**src/rtl/accum_pkg.sv**
```systemverilog
// Shared types and the saturating adder used by the accumulator bank lanes.
package accum_pkg;

  typedef enum logic {ACC_OVERWRITE, ACC_ACCUMULATE} acc_mode_e;
  typedef enum logic {R_IDLE, R_DRAIN} rd_state_e;

  // Wide enough for any ACC_W up to 63 plus the carry bit.
  localparam int SUM_W = 64;

  typedef struct packed {
    logic [SUM_W-1:0] sum;
    logic             ovf;
  } sat_res_t;

  function automatic sat_res_t sat_add(input logic signed [SUM_W-1:0] a,
                                       input logic signed [SUM_W-1:0] b,
                                       input int                      acc_w,
                                       input logic                    saturate);
    logic signed [SUM_W-1:0] s;
    logic signed [SUM_W-1:0] hi;
    logic signed [SUM_W-1:0] lo;
    sat_res_t                r;
    s     = a + b;
    hi    = (64'sd1 <<< (acc_w - 1)) - 64'sd1;
    lo    = ~hi;
    r.ovf = (s > hi) || (s < lo);
    r.sum = s;
    if (saturate && (s > hi)) r.sum = hi;
    else if (saturate && (s < lo)) r.sum = lo;
    return r;
  endfunction

endpackage

```
**src/rtl/accumulator_bank_lane.sv**
```systemverilog
// One column of the write datapath: overwrite or accumulate with clamp/wrap.
module accum_lane
  import accum_pkg::*;
#(
  parameter int IN_W     = 32,
  parameter int ACC_W    = 32,
  parameter int SATURATE = 1
) (
  input  acc_mode_e               mode,
  input  logic signed [IN_W-1:0]  din,
  input  logic signed [ACC_W-1:0] acc,
  output logic signed [ACC_W-1:0] result,
  output logic                    ovf
);

  sat_res_t sum_r;
  logic     unused_hi;

  assign sum_r     = sat_add(SUM_W'(acc), SUM_W'(din), ACC_W, SATURATE != 0);
  assign unused_hi = ^sum_r.sum[SUM_W-1:ACC_W];

  always_comb begin
    result = ACC_W'(din);
    ovf    = 1'b0;
    if (mode == ACC_ACCUMULATE) begin
      result = sum_r.sum[ACC_W-1:0];
      ovf    = sum_r.ovf;
    end
  end

endmodule

```
**src/rtl/accumulator_bank.sv**
```systemverilog
// Double-buffered accumulator storage: one bank takes array writes while the
// other drains over valid/ready; drained rows self-clear and banks swap per tile.
module accumulator_bank
  import accum_pkg::*;
#(
  parameter int COLS     = 3,
  parameter int IN_W     = 32,
  parameter int ACC_W    = 32,
  parameter int DEPTH    = 8,
  parameter int SATURATE = 1
) (
  input  logic                       clk,
  input  logic                       rst_n,
  input  logic                       wr_valid,
  output logic                       wr_ready,
  input  logic [$clog2(DEPTH)-1:0]   wr_row,
  input  logic                       wr_mode,
  input  logic                       wr_last,
  input  logic [COLS*IN_W-1:0]       wr_data,
  output logic                       rd_valid,
  input  logic                       rd_ready,
  output logic [$clog2(DEPTH)-1:0]   rd_row,
  output logic                       rd_last,
  output logic [COLS*ACC_W-1:0]      rd_data,
  output logic                       wr_bank,
  output logic                       sat_sticky,
  input  logic                       sat_clear
);

  localparam int                 ROW_W    = $clog2(DEPTH);
  localparam logic [ROW_W-1:0]   LAST_ROW = ROW_W'(DEPTH - 1);

  rd_state_e               state_q, state_d;
  logic                    wr_bank_q, wr_bank_d;
  logic [ROW_W-1:0]        rd_cnt_q, rd_cnt_d;
  logic                    commit_pending_q, commit_pending_d;
  logic                    sat_sticky_q, sat_sticky_d;
  logic signed [ACC_W-1:0] mem_q [2][DEPTH][COLS];
  logic signed [ACC_W-1:0] mem_d [2][DEPTH][COLS];

  logic                    rd_bank;
  logic                    row_ok;
  logic [ROW_W-1:0]        wr_idx;
  logic                    wr_fire;
  logic                    rd_fire;
  logic                    rd_last_fire;
  logic signed [ACC_W-1:0] lane_res [COLS];
  logic [COLS-1:0]         lane_ovf;

  assign rd_bank      = ~wr_bank_q;
  assign row_ok       = {1'b0, wr_row} < (ROW_W + 1)'(DEPTH);
  assign wr_idx       = row_ok ? wr_row : '0;
  assign wr_fire      = wr_valid && !commit_pending_q;
  assign rd_fire      = (state_q == R_DRAIN) && rd_ready;
  assign rd_last_fire = rd_fire && (rd_cnt_q == LAST_ROW);

  for (genvar c = 0; c < COLS; c++) begin : g_lane
    accum_lane #(
      .IN_W    (IN_W),
      .ACC_W   (ACC_W),
      .SATURATE(SATURATE)
    ) u_lane (
      .mode  (acc_mode_e'(wr_mode)),
      .din   (wr_data[c*IN_W +: IN_W]),
      .acc   (mem_q[wr_bank_q][wr_idx][c]),
      .result(lane_res[c]),
      .ovf   (lane_ovf[c])
    );
  end

  // Write and drain-clear always hit opposite banks, so order does not matter.
  always_comb begin
    mem_d = mem_q;
    if (wr_fire && row_ok) begin
      for (int c = 0; c < COLS; c++) mem_d[wr_bank_q][wr_idx][c] = lane_res[c];
    end
    if (rd_fire) begin
      for (int c = 0; c < COLS; c++) mem_d[rd_bank][rd_cnt_q][c] = '0;
    end
  end

  always_comb begin
    state_d          = state_q;
    rd_cnt_d         = rd_cnt_q;
    wr_bank_d        = wr_bank_q;
    commit_pending_d = commit_pending_q;
    if (rd_last_fire) begin
      state_d  = R_IDLE;
      rd_cnt_d = '0;
    end else if (rd_fire) begin
      rd_cnt_d = rd_cnt_q + ROW_W'(1);
    end
    // A commit swaps when the read side is free now or frees up on this edge.
    if ((wr_fire && wr_last && ((state_q == R_IDLE) || rd_last_fire)) ||
        (commit_pending_q && rd_last_fire)) begin
      wr_bank_d        = ~wr_bank_q;
      rd_cnt_d         = '0;
      state_d          = R_DRAIN;
      commit_pending_d = 1'b0;
    end else if (wr_fire && wr_last) begin
      commit_pending_d = 1'b1;
    end
  end

  always_comb begin
    sat_sticky_d = (sat_sticky_q && !sat_clear) || (wr_fire && row_ok && (|lane_ovf));
  end

  always_comb begin
    rd_data = '0;
    if (state_q == R_DRAIN) begin
      for (int c = 0; c < COLS; c++) rd_data[c*ACC_W +: ACC_W] = mem_q[rd_bank][rd_cnt_q][c];
    end
  end

  assign wr_ready   = !commit_pending_q;
  assign rd_valid   = (state_q == R_DRAIN);
  assign rd_row     = rd_cnt_q;
  assign rd_last    = (state_q == R_DRAIN) && (rd_cnt_q == LAST_ROW);
  assign wr_bank    = wr_bank_q;
  assign sat_sticky = sat_sticky_q;

  always_ff @(posedge clk or negedge rst_n) begin
    if (!rst_n) begin
      state_q          <= R_IDLE;
      rd_cnt_q         <= '0;
      wr_bank_q        <= 1'b0;
      commit_pending_q <= 1'b0;
      sat_sticky_q     <= 1'b0;
      for (int b = 0; b < 2; b++)
        for (int r = 0; r < DEPTH; r++)
          for (int c = 0; c < COLS; c++) mem_q[b][r][c] <= '0;
    end else begin
      state_q          <= state_d;
      rd_cnt_q         <= rd_cnt_d;
      wr_bank_q        <= wr_bank_d;
      commit_pending_q <= commit_pending_d;
      sat_sticky_q     <= sat_sticky_d;
      mem_q            <= mem_d;
    end
  end

endmodule
```
**config.mk**
```make
export PLATFORM = sky130hd
export DESIGN_NAME = accumulator_bank
export DESIGN_NICKNAME = d
export VERILOG_FILES = /design/src/rtl/accum_pkg.sv /design/src/rtl/accumulator_bank_lane.sv /design/src/rtl/accumulator_bank.sv
export SDC_FILE = /design/constraint.sdc
export NUM_CORES = 2
export LEC_CHECK = 0
export CORE_MARGIN = 2
export CORE_UTILIZATION = 57
export DETAILED_ROUTE_END_ITERATION = 7
export GPL_TIMING_DRIVEN = 0
export PLACE_DENSITY = 0.79
export REMOVE_ABC_BUFFERS = 1
export SLEW_MARGIN = 20
export SYNTH_ARGS = -nofsm -noshare
export SYNTH_HDL_FRONTEND = slang
export SYNTH_HIERARCHICAL = 1
export SYNTH_SLANG_ARGS = --single-unit
```
**constraint.sdc**
```tcl
create_clock -name clk -period 5 [get_ports clk]
set_clock_uncertainty 0.05 [all_clocks]
set_input_delay 1 -clock clk [delete_from_list [all_inputs] [get_ports clk]]
set_output_delay 1 -clock clk [all_outputs]
set_load 0.005 [all_outputs]
```
==> impl_metrics.py, run 1 <==
metrics = {
    "clock_tree": {
        "cts_hold_buffers": 0,
        "cts_sinks": 1543,
        "clockBufferDepth": 3,
        "cts-buffers-inserted": 160,
        "cts-root-buf": "clkbuf_16",
        "htree_levels": 4,
    },
    "yosys": {
        "synth_top_area_share_pct": 42.13,
        "synthDistinctLibCells": 73,
        "synth_area_leaders": "dfrtp_1, nand2_1, mux2i_1",
        "synth_area_leader_cell": "dfrtp_1",
        "synth_warnings": 6,
        "async_flop_share_pct": 100.0,
        "synth_area_um2": 91640,
        "synthCells": 10350,
        "synth-edff-count": 0,
        "syn_avg_cell_area_um2": 8.854,
        "ys.flop_type": "dfrtp_1",
        "synth_seq_cells": 1543,
        "seq_area_frac_synth_pct": 42.13,
    },
    "floorplanning": {
        "die_x_um": 405.0,
        "fp.dieH_um": 405.0,
        "ios": 210,
        "fp-row-count": 147,
        "start_util_pct": 57.20,
    },
    "place": {
        "place_inst": 12080,
        "hpwl_um": 266400,
        "io_buffer_count": 209,
        "gp_congestion": 0.9152,
        "placed_area_um2": 101800,
    },
    "outcome": {
        "stop_stage": "global routing (5_1_grt)",
        "status": "stopped before the end",
        "firstError": "[ERROR GRT-0232] Routing congestion too high. Check the congestion heatmap in the GUI.",
    },
    "grt": {
        "grt_overflow": 192,
        "grt_max_degree": 154,
        "track_usage_pct": 76.73,
    },
}
-- stage by stage --
stage,setup TNS (ps),utilization [%],setup slack (ps)
2_1_floorplan,-,-,-40370
4_1_cts,-968320,69.68,-798.7
3_5_place_dp,-5249430,63.52,-4019
3_3_place_gp,-,57.31,-65700
-- synthesized netlist by cell type (all sizes together) (27+ instances only) --
cell type,count
a21oi,1661
o22a,67
a211o,45
mux2i,859
xor2,27
nand3,33
clkbuf,600
buf,458
o22ai,379
nor2b,35
a21o,36
ha,98
o221ai,67
o21ai,69
nand2,3240
a22o,48
dfrtp,1543
mux4,337
xnor2,49
nor2,154
a211oi,29
o31a,70
a22oi,79
inv,121
-- kinds of logic after synthesis --
group / synth area share [%]
simple gates: 15.23
compound gates: 17.23
flops: 42.13
mux: 17.70
buf+inv: 5.549
fa+ha+maj: 1.436
xor+xnor: 0.7264
-- repair_timing --
action,CTS
pin swaps,115
setup buffers,155
resized for setup,322
endpoints found under the hold margin,0
cloned,48
endpoints found under the setup margin,1616
-- per-layer routing --
metal  GRT overflow  global-route usage, %
met4             55                  67.29
met1             37                  75.38
met2             58                  87.16
met3             36                  72.95
met5              6                  59.92
==> inputs of run 2 (changes only) <==
CORE_UTILIZATION = 40   (was 57)
PLACE_DENSITY = unset   (was 0.79)
PLACE_DENSITY_LB_ADDON = 0.15   (was unset)
clock period = 6.5 ns   (was 5 ns; I/O delays follow)
==> impl_metrics.py, run 2 <==
metrics = {
    "yosys": {
        "synth_area_leaders": "dfrtp_1, nand2_1, mux2i_1",
        "ys_top_cells_by_count": "nand2_1, a21oi_1, dfrtp_1",
        "ys.flop_type": "dfrtp_1",
        "synthCells": 10350,
        "syn_avg_cell_area_um2": 8.854,
        "synth_warnings": 6,
        "synth_seq_cells": 1543,
        "synthDistinctLibCells": 73,
        "synth_top_area_share_pct": 42.13,
        "synth_most_common_cell": "nand2_1",
        "synth-edff-count": 0,
        "synth_area_leader_cell": "dfrtp_1",
        "async_flop_share_pct": 100.0,
        "seq_area_frac_synth_pct": 42.13,
        "synth_area_um2": 91640,
    },
    "grt": {
        "grt_pass1_wl_um": 636200,
        "grt_overflow": 0,
        "grt_pass1_vias": 86010,
        "track_usage_pct": 37.92,
        "grt_max_degree": 143,
        "antenna_found_initial": 13,
    },
    "finish": {
        "layout_commonest_cell": "nand2_1",
        "stdcell_count": 13410,
        "final_cell_mix": "nand2_1, a21oi_1, dfrtp_1",
        "largest_register": "mem_q",
        "fill_cells": 20430,
        "largest_reg_flops": 1536,
        "fin_nets": 10460,
        "fin_area_um2": 111900,
        "layout-drive-gt1-share_pct": 13.49,
        "syn2layout_area_growth_pct": 22.07,
    },
    "detailed_routing": {
        "dr.pass1.iters": 7,
        "met3_length_um": 52130,
        "routed_wl_um": 454800,
        "first_iter_violations": 11780,
        "avgRoutedWirePerCell_um": 33.90,
        "wl_met2_um": 197000,
        "routed.top_layer": "met5",
        "num_vias": 88500,
        "vias_per_cell": 6.598,
        "ant_nets": 0,
        "drc": 0,
        "m1WireLength_um": 165600,
    },
    "floorplanning": {
        "fp.dieH_um": 482.7,
        "core_area_um2": 227500,
        "fp-row-count": 175,
        "die_area_um2": 233000,
        "die_x_um": 482.7,
        "start_util_pct": 40.28,
        "ios": 210,
    },
    "sta": {
        "fin_ws_ps": 95.59,
        "relSlewSlack_pct": 20.53,
        "fmax_ghz": 0.1561,
        "worst_slew_pin_slew_ps": 1180,
        "finalMaxSlewViolations": 0,
        "hold_viol_final": 0,
        "rsz0062_at_grt": "false",
        "final.period_utilization_pct": 98.53,
        "setup_viol": 0,
        "finalCriticalPeriod_ps": 6404,
    },
    "pwr": {
        "clkPwrFrac_pct": 21.4,
        "power.density_nw_per_um2": 423.5,
        "swShare_pct": 41.32,
        "vdd_drop_max_v": 0.0002832,
        "comb_power_share_pct": 46.8,
        "internal_power_w": 0.02780,
        "power_leakage_nw": 48.05,
        "total_power_w": 0.04737,
        "power_frac_seq_pct": 31.8,
        "switchingPower_w": 0.01957,
    },
    "clock_tree": {
        "clockBufferDepth": 3,
        "cts_tree": "done",
        "htree_levels": 4,
        "cts-buffers-inserted": 175,
        "cts_hold_buffers": 0,
        "cts_sinks": 1543,
        "cts-root-buf": "clkbuf_16",
        "clk_latency_ps": 880,
        "clkTransAtPathRegs_ps": 60,
    },
    "outcome": {
        "status": "finished, final reports clean",
    },
    "run": {
        "cap_violations": 0,
    },
    "setup_path": {
        "end_kind": "flop",
        "required_ps": 7230,
        "critical_path_class": "input pin to flop",
        "crit_arrival_ps": 7130,
        "crit_fanout": 16,
        "startpoint_type": "input pin",
    },
    "place": {
        "io_buffer_count": 209,
        "hpwl_um": 297000,
        "pre_cts_slack_ps": -2482,
        "place_inst": 13000,
        "gp_congestion": 0.9050,
        "placed_area_um2": 104300,
    },
    "hold_path": {
        "worstHoldPathType": "input pin to async pin",
    },
}
## run 2: cell counts after synthesis
Identical to the previous run, type by type.
## run 2: layer usage
layer  track usage (%)  vias up
li1                  -    35930
met2             56.78     6477
met4             27.35       13
met5            0.5719        -
met1             47.94    44160
met3             9.115     1929
## run 2: what timing repair did
item,in CTS,in global routing
resized for setup,57,17
setup endpoints to repair,1537,1432
hold endpoints to repair,0,0
pin swaps,37,9
cloned,7,13
buffers inserted,55,16
## run 2: cells by family after synthesis
family	after synthesis	share of synthesized area [%]
xor gates and xnor gates	76	0.7264
adders and majority gates	104	1.436
muxes	1199	17.70
and+or+nand+nor	3579	15.23
AOI/OAI and AO/OA	2670	17.23
buffers and inverters	1179	5.549
DFF	1543	42.13
## run 2: per-stage QoR
stage                TNS, ps  hold WS, ps  utilization (%)
floorplan                  -        458.0                -
global placement           -        470.4            40.82
detailed placement  -3140720        476.8            45.84
CTS                        0        371.1            48.91
global route               0        404.1            49.17
finish                     0        326.5            49.17
## run 2: power by group through the flow
stage / sequential [W] / combinational (W) / clock, W
floorplan: 0.0140 / 0.0102 / 0
global placement: 0.0148 / 0.0146 / 0
detailed placement: 0.0152 / 0.0202 / 0
CTS: 0.0150 / 0.0212 / 0.0102
global route: 0.0154 / 0.0231 / 0.0106
finish: 0.0151 / 0.0222 / 0.0101
## run 2: path summary, 6_finish.rpt
| path | start | end | slack, ps | cells after the start |
|---|---|---|---|---|
| min reg2reg | mem_q[676] | mem_q[676] | 490 | 2 |
| max | wr_row[2] | mem_q[652] | 100 | 24 |
| max reg2reg | wr_bank | mem_q[1452] | 200 | 24 |
| min | rst_n | mem_q[1356] | 330 | 1 |
| min in group clk | mem_q[676] | mem_q[676] | 490 | 2 |
| max in group asynchronous | rst_n | mem_q[1437] | 3620 | 4 |
## run 2: final cells by class
type	instances	area, µm²	area share [%]
antenna	5	12.51	0.01118
clock buffer	257	5111	4.569
multi-input combinational	7629	49340	44.10
clock inverter	62	560.5	0.5011
tap	3009	3765	3.365
sequential	1543	38620	34.53
inverter	121	454.2	0.4060
timing repair buffer	787	14000	12.52
## run 2: critical path: stages
cell	delay [ps]
buf_2	420
nand3b_1	230
buf_6	220
buf_6	220
buf_6	220
buf_8	200
o22ai_1	120
a211oi_1	330
nand2_1	210
ha_1	450
nand2_1	110
nor2_1	210
nor4b_1	280
o31a_1	340
o21ai_1	200
or4b_1	660
nand2_1	240
o21ai_4	90
buf_12	190
buf_16	180
o22ai_2	170
buf_6	230
nand2_1	90
a21oi_1	140
Power figures use the tool's default switching activity.
